===== src/rtl/varredura_servo_pkg.sv =====
// Shared definitions for the servo position sequencer.
//   State codes (also exported on estado_db) and the 2-bit position codes
//   driven onto the PWM width-select input, plus the single-step helper.
package varredura_servo_pkg;

    localparam int unsigned EST_W = 2;
    localparam int unsigned POS_W = 2;

    localparam logic [1:0] PARADO = 2'd0;
    localparam logic [1:0] ESPERA = 2'd1;
    localparam logic [1:0] PASSO  = 2'd2;
    localparam logic [1:0] MANUAL = 2'd3;

    localparam logic [1:0] POS_00 = 2'b00;
    localparam logic [1:0] POS_01 = 2'b01;
    localparam logic [1:0] POS_10 = 2'b10;
    localparam logic [1:0] POS_11 = 2'b11;

    // One position step; callers guarantee no step past an endpoint.
    function automatic logic [1:0] passo_pos(input logic [1:0] pos, input logic sobe);
        return sobe ? pos + 2'd1 : pos - 2'd1;
    endfunction

endpackage


===== src/rtl/varredura_servo_contador_espera.sv =====
// Modulo-M dwell counter.
//   clock, reset : clock / async active-high reset
//   limpa_i      : synchronous clear (priority over habilita_i)
//   habilita_i   : count enable; wraps to 0 after M-1
//   fim_c        : terminal count (count == M-1), combinational from the register
module contador_espera #(
    parameter int unsigned M = 4,
    parameter int unsigned W = 32
) (
    input  logic clock,
    input  logic reset,
    input  logic limpa_i,
    input  logic habilita_i,
    output logic fim_c
);

    logic [W-1:0] contagem_q;
    logic [W-1:0] contagem_d;

    assign fim_c = (contagem_q == W'(M - 1));

    always_comb begin
        contagem_d = contagem_q;
        if (limpa_i) begin
            contagem_d = '0;
        end else if (habilita_i) begin
            contagem_d = fim_c ? '0 : contagem_q + W'(1);
        end
    end

    always_ff @(posedge clock or posedge reset) begin
        if (reset) begin
            contagem_q <= '0;
        end else begin
            contagem_q <= contagem_d;
        end
    end

endmodule


===== src/rtl/varredura_servo.sv =====
// Servo position sequencer: ping-pong sweep 00..11..00 with a programmable
// dwell per position, or manual pass-through of an external code.
//   clock, reset     : clock / async active-high reset
//   ligar            : sweep enable
//   manual           : manual mode (priority over ligar)
//   posicao_manual   : code loaded in manual mode
//   largura          : registered position code to the PWM generator
//   direcao          : direction of the next sweep step (1 = up)
//   mudou            : one-cycle pulse on every actual change of largura
//   estado_db        : current state code
module varredura_servo
    import varredura_servo_pkg::*;
#(
    parameter int unsigned conf_espera      = 50000000,
    parameter int unsigned largura_contador = 32
) (
    input  logic             clock,
    input  logic             reset,
    input  logic             ligar,
    input  logic             manual,
    input  logic [POS_W-1:0] posicao_manual,
    output logic [POS_W-1:0] largura,
    output logic             direcao,
    output logic             mudou,
    output logic [EST_W-1:0] estado_db
);

    logic [EST_W-1:0] estado_q,  estado_d;
    logic [POS_W-1:0] largura_q, largura_d;
    logic             direcao_q, direcao_d;
    logic             mudou_q,   mudou_d;

    logic             fim_c;
    logic             limpa_c;
    logic             habilita_c;
    logic             sobe_c;
    logic [POS_W-1:0] prox_pos_c;

    // Dwell counter only runs while staying in ESPERA; any other path re-arms it at 0.
    contador_espera #(
        .M (conf_espera),
        .W (largura_contador)
    ) u_contador (
        .clock      (clock),
        .reset      (reset),
        .limpa_i    (limpa_c),
        .habilita_i (habilita_c),
        .fim_c      (fim_c)
    );

    // Next state, step and change detection.
    always_comb begin
        estado_d   = estado_q;
        largura_d  = largura_q;
        direcao_d  = direcao_q;
        mudou_d    = 1'b0;
        sobe_c     = direcao_q;
        prox_pos_c = largura_q;

        // Endpoints override a stale direction (e.g. after manual mode).
        if (largura_q == POS_00) begin
            sobe_c = 1'b1;
        end else if (largura_q == POS_11) begin
            sobe_c = 1'b0;
        end
        prox_pos_c = passo_pos(largura_q, sobe_c);

        if (manual) begin
            estado_d = MANUAL;
        end else if (!ligar) begin
            estado_d = PARADO;
        end else begin
            case (estado_q)
                ESPERA:  estado_d = fim_c ? PASSO : ESPERA;
                PASSO:   estado_d = ESPERA;
                default: estado_d = ESPERA;
            endcase
        end

        // A step is only committed when PASSO is not overridden.
        if (estado_d == MANUAL) begin
            largura_d = posicao_manual;
        end else if ((estado_q == PASSO) && (estado_d == ESPERA)) begin
            largura_d = prox_pos_c;
            if (prox_pos_c == POS_11) begin
                direcao_d = 1'b0;
            end else if (prox_pos_c == POS_00) begin
                direcao_d = 1'b1;
            end else begin
                direcao_d = sobe_c;
            end
        end

        mudou_d = (largura_d != largura_q);
    end

    assign limpa_c    = (estado_q != ESPERA) || (estado_d != ESPERA);
    assign habilita_c = (estado_q == ESPERA);

    always_ff @(posedge clock or posedge reset) begin
        if (reset) begin
            estado_q  <= PARADO;
            largura_q <= POS_00;
            direcao_q <= 1'b1;
            mudou_q   <= 1'b0;
        end else begin
            estado_q  <= estado_d;
            largura_q <= largura_d;
            direcao_q <= direcao_d;
            mudou_q   <= mudou_d;
        end
    end

    assign largura   = largura_q;
    assign direcao   = direcao_q;
    assign mudou     = mudou_q;
    assign estado_db = estado_q;

endmodule


===== config.mk =====
export PLATFORM = sky130hd
export DESIGN_NAME = varredura_servo
export DESIGN_NICKNAME = d
export VERILOG_FILES = /design/src/rtl/varredura_servo_pkg.sv /design/src/rtl/varredura_servo_contador_espera.sv /design/src/rtl/varredura_servo.sv
export SDC_FILE = /design/constraint.sdc
export NUM_CORES = 1
export LEC_CHECK = 0
export ABC_AREA = 1
export CORE_UTILIZATION = 30
export DETAILED_ROUTE_END_ITERATION = 10
export PLACE_DENSITY = 0.48
export SLEW_MARGIN = 10
export SYNTH_ARGS = -nofsm -noshare
export SYNTH_HDL_FRONTEND = slang
export SYNTH_SLANG_ARGS = --single-unit

===== constraint.sdc =====
create_clock -name clock -period 4.2 [get_ports clock]
set_input_delay 0.63 -clock clock [delete_from_list [all_inputs] [get_ports clock]]
set_output_delay 0.63 -clock clock [all_outputs]
set_load 0.01 [all_outputs]

# Yosys cells after proc, flatten, opt, wreduce, memory -nomap -nowiden

Cells that the tools add are included.
Widths: inputs -> output; s select.

Bits in latches: 0
RAM bits: 0
Flip-flop bits (word level): 38
Logic and storage cells: 39
Output and inout bits: 6
Input bits: 6
Memories: 0
Memory bits (read-only): 0

Divide/modulo/power cells: 0
Equal/unequal tests: 10
Mux-type cells: 14
Bitwise operators: 1
Reductions and logical operators: 6
Order comparisons: 0
Shift-type cells: 0
Add/sub/neg operators: 3
Multiply operators: 0

Operators with widths:

| kind                  | count |
|---|---|
| $mux 32               | 3 |
| $add 32x1->32 const B | 1 |
| $eq 32x26->1 const B  | 1 |
| $mux 2                | 7 |
| $eq 2x2->1 const B    | 4 |
| $eq 2x1->1 const B    | 2 |
| $logic_not 2->1       | 2 |
| $mux 1                | 4 |
| $ne 2x1->1 const B    | 2 |
| $add 2x1->2 const B   | 1 |
| $ne 2x2->1            | 1 |
| $reduce_and 2->1      | 1 |
| $reduce_bool 2->1     | 1 |
| $sub 2x1->2 const B   | 1 |
| $logic_and 1x1->1     | 1 |
| $logic_or 1x1->1      | 1 |
| $not 1->1             | 1 |

# Depth between registers and ports, before layout

Gate-level depths: netlist of the first run.

Word-level depth: 10
Gate-level depth with buffers: 11
Depth with buffers taken out: 10

# Hierarchy

Synthesis of the first run repeated with hierarchy kept, for this count alone.

Cells, all modules: 394
Area, all modules: 2647.5 sq um

Modules (own cells, without submodules):

| module          | cells each | area an instance (sq um) | sequential area each (sq um) | times used |
|---|---|---|---|---|
| contador_espera | 348        | 2290.9                   | 800.8                        | 1 |
| varredura_servo | 46         | 356.6                    | 151.4                        | 1 |

# Worst setup path after synthesis of the first run

Ideal clock, no wire load.

Path kind: register -> register
Start point: reg u_contador.contagem_q[0]
End point: reg u_contador.contagem_q[0]
Setup time: 0.126 ns
Cell stages (with the launch flop): 11
Setup slack: 2.632 ns
Buffers on the path: 2
Clock period less this slack: 1.568 ns
Required time: 4.074 ns
Arrival time: 1.442 ns
Cells stage by stage: dfrtp_1 ha_1 buf_4 inv_2 nor2_4 nand2_1 nor2_1 nand2_1 nand4_2 buf_6 nor2_1

Cells in the longest elaborated chain, start to end: 8
Elaborated cells on any way between the ends: 12
Classes of those cells: add/sub (1); eq/ne (2); mux (7); reduce/logical (2)

RTL lines:

| what                                                  | line                                  | text |
|---|---|---|
| from (decl)                                           | varredura_servo_contador_espera.sv:17 | `logic [W-1:0] contagem_q;` |
| from (signal assigned)                                | varredura_servo_contador_espera.sv:35 | `contagem_q <= contagem_d;` |
| branches (longest 8 deep; another with $add 32x1->32) | -                                     |  |

Parallel ways; which one is timed is not known. The select of a mux whose other input is x is not followed.
A chain may end at the register's enable or synchronous reset.

# Worst setup path after layout of the first run

Start point: reg u_contador.contagem_q[0]
End point: reg u_contador.contagem_q[7]

Same word-level chain as after synthesis.

==> summary.txt, run 1 <==
Critical path
  – Startpoint class of the critical path: register
  – Crit-path max FO: 32
  – CP endpoint kind: register
  – Arrival @ worst endpoint: 2430 ps
  – CP Class: reg -> reg
  – CP required: 4400 ps

Route
  – Number of vias in the routed layout: 1963
  – Drt pass-1 iters: 4
  – # DRC: 0
  – Post-route ant nets: 0
  – Drt wl/cell: 11.84 microns
  – Vias per inst: 4.372
  – WL final: 5.317 mm
  – Iter 0 DRT Violations: 127

Pwr
  – Static Leak: 0.0009949 uW
  – Switch share: 23.58%
  – Pwr/cell area: 286.0 nW/um^2
  – Pint: 574.0 uW
  – Comb pwr share: 6.6%
  – Net Sw Power: 177.1 uW
  – Peak VDD IR: 0.1343 mV
  – Sequential fraction of design power: 50.7%
  – Clock power frac: 42.7%

Run
  – Maxcap violations: 0

CTS
  – Longest Clk Path Bufs: 2
  – Post-CTS Resized: 0
  – Clk sink count: 38
  – H-tree Lvls: 2
  – CTS root buf: clkbuf_8
  – # hold bufs at CTS: 0
  – Post-CTS Setup Repair Bufs: 0
  – Total CTS buffers: 5
  – Worst-Skew Late Latency: 300 ps
  – TritonCTS clock tree: done
  – Worst-path clk slew: 80 ps

STA
  – Final slew viol count: 0
  – RSZ-0062 raised after global routing: no
  – Final hold viol count: 0
  – Worst-margin pin slew: 846.9 ps
  – Slew margin rel.: 43.40%
  – Fmax: 0.4483 GHz
  – Hold slack: 490.0 ps
  – Final setup fails: 0
  – Setup Total Neg Slack: 0 ps
  – Crit path time final: 2231 ps
  – Clock skew: 6.688 ps
  – Final period utilization: 53.12%

Synthesis
  – Top-count cell post-synth: nand2_1
  – Ys flop type: dfrtp_1
  – Sequential share of the synthesized area: 41.18%
  – Share of the synthesized area in the top cell type: 40.04%
  – Post-synth top area cell: dfrtp_1
  – Ys Warns: 0
  – Cells after Synth: 334
  – Syn_nets: 341
  – Top cells by instance count after synthesis: nand2_1 (113), nor2_1 (82), dfrtp_1 (37)
  – EDFF count, synth: 0
  – Top cells by area, synth: dfrtp_1 (40%), nand2_1 (18%), nor2_1 (13%)
  – Cell variety after synth: 21
  – Async set-or-reset flop fraction in the synthesized netlist: 100.0%
  – Cell Area, Synth: 2312 sq um
  – Syn Area/Cell: 6.923 sq um
  – Yosys reg bits: 38

GRT
  – GRT Total Usage: 14.57%
  – Total gr overflow: 0
  – Grt met1 use: 19.61%
  – First-pass GRT wire length: 9.459 mm
  – GR Util met3: 2.961%
  – Vias in the first global route: 2004
  – Largest net degree at the start of global routing: 39
  – Gr busiest metal: met2
  – Initial antenna violation count: 0
  – GRT met2 Usage: 23.59%

Placement
  – DP HPWL: 4.050 mm
  – Post-placement cell count: 441
  – Placer Congestion: 0.8376
  – Port Buffers: 11

Floorplan
  – # rows: 31
  – I/O Pins: 12
  – Core area: 7370 sq um
  – Die area: 8062 sq um
  – Die width: 89.79 microns
  – Die H: 89.79 microns
  – Initial core utilization: 31.38%

Finish
  – ANT cells: 0
  – Nets: 356
  – Final core occ: 35.64%
  – Post-Layout Cell Count: 449
  – Layout cell share with drive strength beyond 1: 8.286%
  – Layout area overhead: 13.58%

Status
  – Status: finished, final reports clean

Hold path
  – Worst hold path type: reg -> reg
## final cells by class
type	instances	area (sq um)
fillers	824	4743
multi-input cells	261	1202
flip-flops and latches	38	952.2
well taps	99	123.9
repair buffers	12	117.6
inverters	31	116.4
clock buffers	5	68.82
clock inverters	3	45.04
## layer usage
layer	vias to the layer above	wire [microns]
met5	-	0
met4	0	72
met3	7	189
met2	36	2384
met1	871	2671
li1	1049	-
## power groups by stage
| stage | Combinational (uW) | Clock, uW | Sequential (uW) |
|---|---|---|---|
| global route | 56.6 | 345 | 382 |
| finish | 49.8 | 320 | 381 |
| floorplan | 24.3 | 0 | 390 |
| detailed placement | 51.2 | 0 | 388 |
| CTS | 51.5 | 331 | 381 |
| global placement | 51.5 | 0 | 388 |
## sequential cells by signal, summed over array words and instances (netlist names)
| register | count |
|---|---|
| u_contador.contagem_q | 32 |
| largura | 2 |
| estado_db | 2 |
| direcao | 1 |
| mudou | 1 |
## critical path, cell delays in order (launching register included)
cell     delay [ps]
dfrtp_1         470
ha_1            350
inv_2           120
nor2_4           60
nand2_1          60
nor2_1           40
nand2_1          90
nand4_2         650
nor2_1          310
## through the flow
stage | setup WS [ps] | cell area (sq um) | total power [uW]
6_report | 1969 | 2626 | 751.1
5_1_grt | 1715 | 2626 | 783.9
4_1_cts | 1892 | 2626 | 763.3
3_5_place_dp | 1740 | 2512 | 439.4
3_3_place_gp | 1783 | 2512 | 439.8
2_1_floorplan | 2632 | 2312 | 414.7
## cells in the final DEF, fill, tap and decap left out
cell / instances
nand2_1: 113
nor2_1: 82
dfrtp_1: 37
inv_1: 28
nand3_1: 23
xnor2_1: 11
clkdlybuf4s50_1: 11
nor2_4: 6
nor2_2: 5
xor2_1: 5
nand4_1: 5
clkbuf_8: 5
inv_2: 3
o21ai_0: 3
nand2_2: 2
o211ai_1: 2
clkinvlp_4: 2
nand2_4: 1
nand4_2: 1
or2_2: 1
ha_1: 1
bufinv_16: 1
dfstp_2: 1
buf_4: 1
## kinds of logic (layout without fill, tap and decap cells)
group	after synthesis	count (layout)	synth area share, %
xor+xnor	16	16	6.060
fa+ha+maj	1	1	0.5410
buf+inv	35	51	6.818
compound gates	5	5	1.298
flops	38	38	41.18
simple gates	239	239	44.10
## worst paths after layout
| path | startpoint | endpoint | slack, ps | cells after the start |
|---|---|---|---|---|
| worst max-delay path | u_contador.contagem_q[0] | u_contador.contagem_q[7] | 1970 | 8 |
| worst min-delay path | largura[1] | direcao | 490 | 1 |
| worst max register to register | u_contador.contagem_q[0] | u_contador.contagem_q[7] | 1970 | 8 |
| worst min register to register | largura[1] | direcao | 490 | 1 |
| max in group asynchronous | reset | direcao | 3090 | 3 |
| min in group asynchronous | reset | u_contador.contagem_q[2] | 730 | 3 |
Note: power is estimated with default switching activity, not from simulation.
==> run 2: changes to the inputs <==
==> constraint.sdc (replaced) <==
create_clock -name clock -period 2.3 [get_ports clock]
set_input_delay 0.345 -clock clock [delete_from_list [all_inputs] [get_ports clock]]
set_output_delay 0.345 -clock clock [all_outputs]
set_load 0.01 [all_outputs]
==> summary.txt, run 2 (synthesis results as in run 1) <==
Route
  – WL final: 5.455 mm
  – # DRC: 0
  – Post-route ant nets: 0
  – Iter 0 DRT Violations: 86
  – Drt pass-1 iters: 4
  – Drt wl/cell: 12.12 microns
  – Vias per inst: 4.380
  – Number of vias in the routed layout: 1971

Placement
  – Pre-CTS WS: 410.4 ps
  – Placer Congestion: 0.8384
  – Port Buffers: 11
  – DP HPWL: 4.110 mm

Critical path
  – CP Class: reg -> reg
  – Crit-path max FO: 32
  – Critical Path Start: u_contador.contagem_q[0]
  – Worst path slowest cell: dfrtp_1
  – Arrival @ worst endpoint: 2040 ps
  – Crit-path leading delay family: simple AND/OR/NAND/NOR gates
  – FF-to-FF Start: u_contador.contagem_q[0]
  – Worst-path cell chain: ha_1 > inv_2 > nor2_4 > nand2_1 > nor2_1 > nand2_1 > nand4_2 > buf_12 > nor2_1
  – WP buf/inv: 2
  – CP endpoint kind: register
  – Worst path max stage delay: 490 ps
  – Startpoint class of the critical path: register
  – CP required: 2480 ps

STA
  – RSZ-0062 raised after global routing: no
  – Final slew viol count: 0
  – Slew margin rel.: 66.65%
  – Crit path time final: 1856 ps
  – Clock skew: 5.666 ps
  – Final setup fails: 0
  – Final period utilization: 80.68%
  – Fmax: 0.5389 GHz
  – Post-route worst setup slack: 444.3 ps
  – Worst-margin pin slew: 500.2 ps
  – Final hold viol count: 0
  – Setup Total Neg Slack: 0 ps

Floorplan
  – Die area: 8062 sq um
  – Initial core utilization: 31.38%
  – Die width: 89.79 microns
  – I/O Pins: 12
  – Core area: 7370 sq um
  – Die H: 89.79 microns
  – # rows: 31

CTS
  – H-tree Lvls: 2
  – Post-CTS Resized: 0
  – Total CTS buffers: 5
  – Worst-path clk slew: 80 ps
  – Longest Clk Path Bufs: 2
  – # hold bufs at CTS: 0
  – Post-CTS Setup Repair Bufs: 0
  – CTS root buf: clkbuf_8
  – TritonCTS clock tree: done
  – Clk sink count: 38
  – Worst-Skew Late Latency: 290 ps

Pwr
  – Tot Pwr: 1279 uW
  – Pwr/cell area: 487.4 nW/um^2
  – Peak VDD IR: 0.2818 mV
  – Static Leak: 0.001003 uW

Finish
  – ANT cells: 0
  – Nets: 357
  – Top reg by flops: u_contador.contagem_q
  – Max FFs per register: 32
  – # fillers: 839
  – Most frequent cells in the layout: nand2_1 (113), nor2_1 (82), dfrtp_1 (37), inv_1 (28), nand3_1 (23)
  – Area occupied by multi-input gates: 1202 sq um
  – Layout area overhead: 13.47%
  – Reg area: 952.2 sq um
  – Layout cell share with drive strength beyond 1: 8.262%
  – Commonest non-fill, non-tap cell in the layout: nand2_1

Hold path
  – Worst hold path type: in -> async

GRT
  – Largest net degree at the start of global routing: 39
  – GRT Total Usage: 14.72%
  – Vias in the first global route: 1880
  – Total gr overflow: 0
  – First-pass GRT wire length: 9.328 mm
  – Initial antenna violation count: 0

Run
  – Maxcap violations: 0

Status
  – Status: finished, final reports clean
## run 2: worst reg2reg max path, delay by kind of cell (launching register included)
family	cells	cell delay (ps)
adders and majority gates	1	370
and+or+nand+nor	6	590
buffers and inverters	2	290
DFF	1	490
## run 2: cell type report
type	instances	share of cell area, %
Tap cell	99	4.721
Sequential cell	38	36.29
Inverter	31	4.435
Clock buffer	7	3.290
Timing Repair Buffer	13	5.246
Multi-Input combinational cell	261	45.83
Clock inverter	1	0.1907
## run 2: power breakdown
group          internal (uW)  switching, uW  leakage (uW)
logic                   44.2           50.2      0.000440
registers                683           12.5      0.000514
clock network            242            246     0.0000482
## run 2: path summary, 6_finish.rpt
check / to / slack [ps] / cells past startpoint
worst min-delay path: u_contador.contagem_q[31] / 470 / 3
worst max register to register: u_contador.contagem_q[3] / 440 / 9
min in group clock: direcao / 510 / 1
worst min register to register: direcao / 510 / 1
worst max-delay path: u_contador.contagem_q[3] / 440 / 9
max in group asynchronous: direcao / 1470 / 3
## run 2: metal layers
| layer | wire (microns) | GRT usage (%) | up-vias |
|---|---|---|---|
| li1 | - | - | 1054 |
| met1 | 2874 | 21.06 | 889 |
| met2 | 2357 | 22.18 | 22 |
| met3 | 148 | 2.792 | 6 |
| met4 | 74 | 4.918 | 0 |
| met5 | 0 | 0 | - |
## run 2: metrics by stage
stage / util (%) / instances / instance area, sq um / hold slack [ps]
floorplan: - / 334 / 2312 / 453.4
finish: 35.60 / 450 / 2624 / 468.6
global route: 35.60 / 450 / 2624 / 542.7
CTS: 35.60 / 450 / 2624 / 486.4
global placement: 34.36 / 442 / 2532 / 527.3
detailed placement: 34.36 / 442 / 2532 / 490.9
==> run 3: changes to the inputs <==
==> constraint.sdc (replaced) <==
create_clock -name clock -period 1.75 [get_ports clock]
set_input_delay 0.2625 -clock clock [delete_from_list [all_inputs] [get_ports clock]]
set_output_delay 0.2625 -clock clock [all_outputs]
set_load 0.01 [all_outputs]
==> summary.txt, run 3 (synthesis results as in run 1) <==
GRT
  – Total gr overflow: 0
  – GR Util met3: 2.538%
  – Largest net degree at the start of global routing: 17
  – Gr busiest metal: met2
  – Vias in the first global route: 2048
  – GRT met2 Usage: 24.42%
  – GRT Total Usage: 15.96%
  – First-pass GRT wire length: 10.10 mm
  – Initial antenna violation count: 0
  – Grt met1 use: 22.68%

CTS
  – Total CTS buffers: 5
  – Longest Clk Path Bufs: 2
  – Clk sink count: 38
  – TritonCTS clock tree: done
  – Worst-path clk slew: 80 ps
  – H-tree Lvls: 2
  – Worst-Skew Late Latency: 300 ps
  – CTS root buf: clkbuf_8
  – Post-CTS Resized: 0
  – # hold bufs at CTS: 0
  – Post-CTS Setup Repair Bufs: 0

Pwr
  – Static Leak: 0.001077 uW
  – Pwr/cell area: 664.2 nW/um^2
  – Peak VDD IR: 0.3696 mV

Critical path
  – CP required: 1490 ps
  – WP buf/inv: 1
  – Crit-path leading delay family: flip-flops
  – Worst path slowest cell: dfstp_2
  – Startpoint class of the critical path: register
  – CP endpoint kind: output port
  – CP Class: reg -> out
  – Crit-path max FO: 4
  – Arrival @ worst endpoint: 1410 ps
  – Worst path max stage delay: 570 ps
  – Worst-path cell chain: clkdlybuf4s50_1

Floorplan
  – Die width: 89.79 microns
  – Core area: 7370 sq um
  – Initial core utilization: 31.38%
  – I/O Pins: 12
  – Die area: 8062 sq um
  – Die H: 89.79 microns
  – # rows: 31

STA
  – Fmax: 0.5992 GHz
  – Final setup fails: 0
  – Final period utilization: 95.36%
  – Hold slack: 230.8 ps
  – Final hold viol count: 0
  – Worst-margin pin slew: 446.8 ps
  – Setup Total Neg Slack: 0 ps
  – RSZ-0062 raised after global routing: no
  – Slew margin rel.: 70.10%
  – Final slew viol count: 0
  – Crit path time final: 1669 ps
  – Clock skew: 2.619 ps

Finish
  – # fillers: 827
  – Reg area: 952.2 sq um
  – Most frequent cells in the layout: nand2_1 (113), nor2_1 (82), dfrtp_1 (37), inv_1 (28), nand3_1 (23)
  – Area occupied by multi-input gates: 1202 sq um
  – Final core occ: 37.40%
  – Commonest non-fill, non-tap cell in the layout: nand2_1
  – Nets: 370
  – Layout cell share with drive strength beyond 1: 11.81%
  – Max FFs per register: 32
  – Layout area overhead: 19.21%
  – Post-route cell area: 2756 sq um
  – Post-Layout Cell Count: 463
  – Top reg by flops: u_contador.contagem_q
  – ANT cells: 0

Route
  – Drt wl/cell: 12.32 microns
  – Iter 0 DRT Violations: 108
  – Number of vias in the routed layout: 2090
  – # DRC: 0
  – Drt pass-1 iters: 4
  – WL final: 5.706 mm
  – Vias per inst: 4.514
  – Post-route ant nets: 0

Placement
  – DP HPWL: 4.538 mm
  – Port Buffers: 11
  – Post-Place Cell Area: 2643 sq um
  – Post-placement cell count: 455
  – Placer Congestion: 0.8109

Hold path
  – Worst hold path type: in -> async

Run
  – Maxcap violations: 0

Status
  – Status: finished, final reports clean
[run 3: area by class of cell]
cell class	instances	area share [%]
multi-input combinational	261	43.62
sequential	38	34.54
timing repair buffer	26	8.988
tap	99	4.494
inverter	31	4.222
clock buffer	5	2.497
clock inverter	3	1.634
[run 3: power by group]
part | switching (uW) | internal (uW) | total, uW
logic | 74.3 | 68.4 | 143
registers | 16.1 | 898 | 914
clock network | 349 | 424 | 774
total | 440 | 1390 | 1830
[run 3: metrics by stage]
| stage | worst slack, ps | total power [uW] |
|---|---|---|
| CTS | 74.96 | 1853 |
| finish | 81.21 | 1831 |
| global placement | 230.3 | 1077 |
| detailed placement | 192.6 | 1074 |
| global route | 21.57 | 1909 |
| floorplan | 182.1 | 995.4 |
[run 3: final timing paths]
check	to	slack, ps	start	depth (start not counted)
setup / recovery	direcao	80	direcao	1
hold / removal	largura[0]	230	reset	2
setup reg to reg	u_contador.contagem_q[26]	200	u_contador.contagem_q[8]	8
hold reg to reg	direcao	520	largura[1]	1
max in group asynchronous	u_contador.contagem_q[8]	1020	reset	3
min in group clock	direcao	520	largura[1]	1
[run 3: worst register-to-register path, delay by kind of cell (launching register included)]
family | cells | cell delay [ps]
DFF | 1 | 420
and+or+nand+nor | 8 | 1060
[run 3: metal layers]
layer | vias up | wire length, microns
li1 | 1080 | -
met4 | 0 | 86
met2 | 45 | 2492
met3 | 9 | 224
met1 | 956 | 2903
met5 | - | 0
